--- config.mk ---
export PLATFORM = sky130hd
export DESIGN_NAME = uart_hex_printer
export DESIGN_NICKNAME = d
export VERILOG_FILES = /design/src/rtl/uart_pkg.sv /design/src/rtl/uart_hex_char.sv /design/src/rtl/uart_hex_printer.sv
export SDC_FILE = /design/constraint.sdc
export NUM_CORES = 1
export LEC_CHECK = 0
export ABC_AREA = 0
export BUFFER_PORTS_ARGS = -buffer_cell sky130_fd_sc_hd__buf_4
export CORE_ASPECT_RATIO = 1.75
export CORE_UTILIZATION = 43
export DETAILED_ROUTE_END_ITERATION = 10
export PLACE_DENSITY = 0.86
export SYNTH_ARGS = -nofsm -noshare
export SYNTH_HDL_FRONTEND = slang
export SYNTH_HIERARCHICAL = 1
export SYNTH_SLANG_ARGS = --single-unit
--- constraint.sdc ---
create_clock -name clk_i -period 2.4 [get_ports clk_i]
set_input_delay 0.24 -clock clk_i [delete_from_list [all_inputs] [get_ports clk_i]]
set_output_delay 0.24 -clock clk_i [all_outputs]
set_load 0.05 [all_outputs]
--- src/rtl/uart_pkg.sv ---
// uart_pkg: UART register map, STATUS bit positions and hex-printer state encoding.
package uart_pkg;
  localparam logic [31:0] UART_RX_OFFSET = 32'h0;
  localparam logic [31:0] UART_TX_OFFSET = 32'h4;
  localparam logic [31:0] UART_STATUS_OFFSET = 32'h8;
  localparam int unsigned STATUS_RX_VALID_BIT = 0;
  localparam int unsigned STATUS_TX_FULL_BIT = 1;
  typedef enum logic [2:0] {
    IDLE,
    POLL_REQ,
    POLL_WAIT,
    WR_REQ,
    WR_WAIT
  } uart_hex_state_t;
endpackage

--- src/rtl/uart_hex_char.sv ---
// uart_hex_char: maps a print position (prefix, 8 nibbles MS first, CR LF) to its ASCII byte.
module uart_hex_char (
  input  logic [3:0]  idx_i,
  input  logic [31:0] value_i,
  input  logic        upper_i,
  output logic [7:0]  char_o
);
  logic [3:0] nib;
  assign nib = 4'(value_i >> {4'd9 - idx_i, 2'b00});
  assign char_o = idx_i == 4'd0  ? 8'h30 :
                  idx_i == 4'd1  ? 8'h78 :
                  idx_i == 4'd10 ? 8'h0D :
                  idx_i == 4'd11 ? 8'h0A :
                  nib < 4'd10    ? 8'h30 + {4'h0, nib} :
                  (upper_i ? 8'h37 : 8'h57) + {4'h0, nib};
endmodule

--- src/rtl/uart_hex_printer.sv ---
// uart_hex_printer: prints a 32-bit value as ASCII hex to the UART, polling tx_fifo_full per byte.
module uart_hex_printer
  import uart_pkg::*;
#(
  parameter logic [31:0] UartBaseAddr = 32'h8000_1000,
  parameter bit          PrefixEn     = 1'b1,
  parameter bit          NewlineEn    = 1'b1,
  parameter bit          UpperCase    = 1'b1
) (
  input  logic        clk_i,
  input  logic        rst_i,
  input  logic        val_valid_i,
  output logic        val_ready_o,
  input  logic [31:0] val_data_i,
  output logic        busy_o,
  output logic        dev_req_o,
  output logic [31:0] dev_addr_o,
  output logic        dev_we_o,
  output logic [3:0]  dev_be_o,
  output logic [31:0] dev_wdata_o,
  input  logic        dev_rvalid_i,
  input  logic [31:0] dev_rdata_i
);
  localparam logic [3:0] FirstIdx = PrefixEn ? 4'd0 : 4'd2;
  localparam logic [3:0] LastIdx = NewlineEn ? 4'd11 : 4'd9;
  uart_hex_state_t state_q, state_d;
  logic [31:0] value_q;
  logic [3:0]  idx_q;
  logic [7:0]  char;
  logic        tx_full;
  logic        unused_rdata;
  assign tx_full = dev_rdata_i[STATUS_TX_FULL_BIT];
  assign unused_rdata = ^{dev_rdata_i[31:2], dev_rdata_i[0]};
  uart_hex_char u_char (
    .idx_i  (idx_q),
    .value_i(value_q),
    .upper_i(UpperCase),
    .char_o (char)
  );
  always_comb begin
    state_d = state_q;
    unique case (state_q)
      IDLE:      state_d = val_valid_i ? POLL_REQ : IDLE;
      POLL_REQ:  state_d = POLL_WAIT;
      POLL_WAIT: state_d = !dev_rvalid_i ? POLL_WAIT : tx_full ? POLL_REQ : WR_REQ;
      WR_REQ:    state_d = WR_WAIT;
      WR_WAIT:   state_d = !dev_rvalid_i ? WR_WAIT : idx_q == LastIdx ? IDLE : POLL_REQ;
      default:   state_d = IDLE;
    endcase
  end
  // Bus address/we/wdata are loaded on entry to a request state and held until the next one.
  always_ff @(posedge clk_i) begin
    if (rst_i) begin
      state_q     <= IDLE;
      value_q     <= '0;
      idx_q       <= '0;
      dev_addr_o  <= '0;
      dev_we_o    <= 1'b0;
      dev_wdata_o <= '0;
    end else begin
      state_q <= state_d;
      if (state_q == IDLE && val_valid_i) begin
        value_q <= val_data_i;
        idx_q   <= FirstIdx;
      end
      if (state_q == WR_WAIT && dev_rvalid_i && idx_q != LastIdx) idx_q <= idx_q + 4'd1;
      if (state_d == POLL_REQ) begin
        dev_addr_o <= UartBaseAddr + UART_STATUS_OFFSET;
        dev_we_o   <= 1'b0;
      end
      if (state_d == WR_REQ) begin
        dev_addr_o  <= UartBaseAddr + UART_TX_OFFSET;
        dev_we_o    <= 1'b1;
        dev_wdata_o <= {24'h0, char};
      end
    end
  end
  assign val_ready_o = state_q == IDLE;
  assign busy_o      = state_q != IDLE;
  assign dev_req_o   = state_q == POLL_REQ || state_q == WR_REQ;
  assign dev_be_o    = 4'b0001;
endmodule

==> results.sh <==
export IMPL_grt_pass1_wl_microns=9440
export IMPL_rsz0062_at_grt="no"
export IMPL_hp_class="in -> reg"
export IMPL_relSlewSlack_pct=52.3
export IMPL_clk_pin_slew_worst_paths_ps=60
export IMPL_syn2layout_area_growth_pct=12.2
export IMPL_clock_sinks=50
export IMPL_pwr_share_comb_pct=23.1
export IMPL_cap_viol_max_count=0
export IMPL_vdd_ir_drop_max_uv=281
export IMPL_whs_ps=190
export IMPL_area_sequential_sq_um=1010
export IMPL_path_cells="inv_4, ha_4, mux4_2, o211ai_4, ha_4, a222oi_1, a41o_1, mux2i_1, nor2_1"
export IMPL_worst_slack_ps=104
export IMPL_synth_largest_area_cell="dfxtp_1"
export IMPL_fin_area_sq_um=3580
export IMPL_endpoint_kind="flip-flop"
export IMPL_globalplace_congestion=0.837
export IMPL_slew_violations=0
export IMPL_synth_flop_cell="dfxtp_1"
export IMPL_ys_seq_area_share_pct=31.4
export IMPL_grt_max_degree=54
export IMPL_drt_iter0_drc=67
export IMPL_synth_async_reset_ratio_pct=0
export IMPL_yosysWarningCount=6
export IMPL_mappedNetlistArea_sq_um=3190
export IMPL_finalWirelength_microns=6130
export IMPL_die_y_microns=116
export IMPL_track_usage_pct=16.0
export IMPL_p_sw_share_pct=31.7
export IMPL_antenna_found_initial=0
export IMPL_crit_buf_inv=1
export IMPL_layout_worst_path_cycle_share_pct=95.7
export IMPL_drcViolationCount=0
export IMPL_design_core_area_sq_um=7180
export IMPL_synth_avg_cell_area_sq_um=8.96
export IMPL_grt_pass1_vias=2117
export IMPL_synth_cells=356
export IMPL_fmax_ghz=0.436
export IMPL_fillers=673
export IMPL_p_seq_share_pct=40.9
export IMPL_multi_input_area_sq_um=1790
export IMPL_ioPinCount=140
export IMPL_clkPwrFrac_pct=36.1
export IMPL_die_w_microns=67.1
export IMPL_worstPathMaxFanout=7
export IMPL_cp_slowest_stage_delay_ps=380
export IMPL_dr_pass1_iters=4
export IMPL_place_area_sq_um=3350
export IMPL_portBuffers=52
export IMPL_worst_endpoint_required_ps=2620
export IMPL_p_leak_nw=1.44
export IMPL_rows=41
export IMPL_avgRoutedWirePerCell_microns=12.5
export IMPL_crit_type="reg -> reg"
export IMPL_status="completed"
export IMPL_cts_tree="done"
export IMPL_cts_hold_buffers=0
export IMPL_cp_start_kind="flip-flop"
export IMPL_critPathTopFamily="compound AO/OA/AOI/OAI gates"
export IMPL_crit_top_cell="ha_4"
export IMPL_yosys_area_top_type_share_pct=31.4
export IMPL_dieArea_sq_um=7780
export IMPL_synthDistinctLibCells=51
export IMPL_p_switching_uw=705
export IMPL_synth_edf_count=0
export IMPL_final_antenna_net_count=0
export IMPL_synth_area_leaders="dfxtp_1, buf_4, a21oi_2"
export IMPL_cts_root_buf="clkbuf_16"
export IMPL_totalPowerFinal_mw=2.22
export IMPL_start_util_pct=44.4
export IMPL_power_density_nw_per_um2=622
export IMPL_place_ws_ps=20.4
export IMPL_ys_ff_latch=50
export IMPL_setup_viol=0
export IMPL_fin_skew_ps=3.67
export IMPL_cts_max_level=2
export IMPL_cts_buffer_depth=2
export IMPL_diodes=0
export IMPL_min_period_ps=2300
export IMPL_clk_latency_ps=290
export IMPL_globalRoute_totalOverflow=0
export IMPL_max_slew_worst_pin_slew_ps=715
export IMPL_cts_made_buffers=5
export IMPL_cpMaxStageDelayCell="dfxtp_4"
export IMPL_p_int_mw=1.52
export IMPL_dr_total_vias=2393
export IMPL_avgViaCountPerCell=4.89
export IMPL_layout_nets=474
export IMPL_arrival_ps=2520
export IMPL_final_layout_size_suffix_gt1_share_pct=39.2
export IMPL_hold_viol_final=0
export IMPL_hpwl_microns=4370
-- synthesized netlist by cell type, types with 3 or more instances --
| cell type | count |
|---|---|
| a21oi_1 | 12 |
| a21oi_2 | 29 |
| a31oi_1 | 5 |
| buf_12 | 4 |
| buf_2 | 7 |
| buf_4 | 59 |
| buf_6 | 3 |
| clkbuf_1 | 7 |
| conb_1 | 3 |
| dfxtp_1 | 50 |
| ha_1 | 3 |
| inv_1 | 4 |
| mux2i_1 | 17 |
| mux4_2 | 4 |
| nand2_1 | 44 |
| nand2_2 | 32 |
| nand3_1 | 6 |
| nor2_1 | 19 |
| nor2b_1 | 5 |
| o21ai_0 | 3 |
-- state kept, by name (all words and copies together), names as in the netlist --
signal       cells
dev_addr_o       3
dev_wdata_o      8
idx_q            4
state_q          3
value_q         32
-- placed cells by master (no fill, tap or decap), types with 2 or more instances in the layout --
cell type / netlist / layout
o21ai_0: 3 / 3
conb_1: 3 / 60
nand2_1: 44 / 44
nand4b_1: 2 / 2
a21oi_1: 12 / 11
dfxtp_2: 0 / 2
inv_2: 2 / 2
ha_4: 0 / 2
nor2_1: 19 / 19
mux4_2: 4 / 4
nand3b_1: 2 / 2
a21oi_2: 29 / 30
mux2_2: 2 / 2
nand2_2: 32 / 32
nor3_1: 2 / 2
inv_4: 0 / 2
nand3_1: 6 / 6
o31ai_1: 2 / 2
dfxtp_1: 50 / 47
inv_1: 4 / 2
nand2b_1: 2 / 2
clkbuf_16: 0 / 5
mux2i_1: 17 / 16
buf_4: 59 / 63
nor2_4: 2 / 2
nor4_1: 2 / 2
a31oi_1: 5 / 5
nor2b_1: 5 / 5
-- metal layers --
layer / up-vias / GRT usage (%) / part of all wire (%) / wire length (microns)
met1: 1111 / 17.2 / 39 / 2380
met3: 15 / 2.26 / 4.3 / 262
met5: - / 0 / 0 / 0
li1: 1170 / - / - / -
met4: 0 / 10.8 / 4.3 / 265
met2: 97 / 27.9 / 53 / 3220
-- power by group through the flow --
stage               sequential, mW  combinational [mW]  clock, mW
floorplan                    0.932               0.516          0
global placement             0.925               0.506          0
detailed placement           0.928               0.512          0
CTS                          0.909               0.514      0.826
global route                 0.913               0.551      0.856
finish                       0.909               0.513      0.802
-- per-stage QoR --
step	utilization, %	TNS (ps)	instances
6_report	49.8	0	489
2_1_floorplan	-	-42.1	413
4_1_cts	49.4	0	488
3_5_place_dp	46.7	0	478
5_1_grt	49.8	0	489
3_3_place_gp	46.7	0	478
-- kinds of logic after synthesis --
kind of cell             Yosys count  synth area share (%)
AO/OA/AOI/OAI                     65                  16.8
multiplexers                      24                  9.69
other                              3                 0.353
flip-flops                        50                  31.4
adder cells (fa/ha/maj)            3                  1.18
XOR/XNOR                           2                 0.550
AND/OR/NAND/NOR                  123                  20.0
buffers and inverters             86                  20.1
-- repair_timing --
item | CTS | global route
resized for setup | 1 | 4
setup endpoints to repair | 1 | 3
pin swaps | 1 | 3
setup buffers | 3 | 1
-- worst reg2reg max path, delay by kind of cell, from the launching register on --
family / cells / cell delay [ps]
AO/OA/AOI/OAI: 3 / 700
adder cells (fa/ha/maj): 2 / 550
buffers and inverters: 1 / 60
flip-flops: 1 / 380
multiplexers: 2 / 440
AND/OR/NAND/NOR: 1 / 100
-- final timing paths --
check,from,endpoint,slack [ps],cells after the start
setup reg to reg,idx_q[1],dev_wdata_o[1],100,9
hold reg to reg,value_q[1],value_q[1],470,2
setup / recovery,idx_q[1],dev_wdata_o[1],100,9
hold / removal,val_data_i[6],value_q[6],190,3
-- area by class of cell --
class / instances / share of cell area [%]
multi-input cells: 277 / 50.1
flip-flops and latches: 50 / 28.2
clock buffers: 6 / 3.88
inverters: 6 / 0.769
well taps: 86 / 3.01
repair buffers: 63 / 13.2
clock inverters: 1 / 0.839
(Power assumes the default switching activity.)
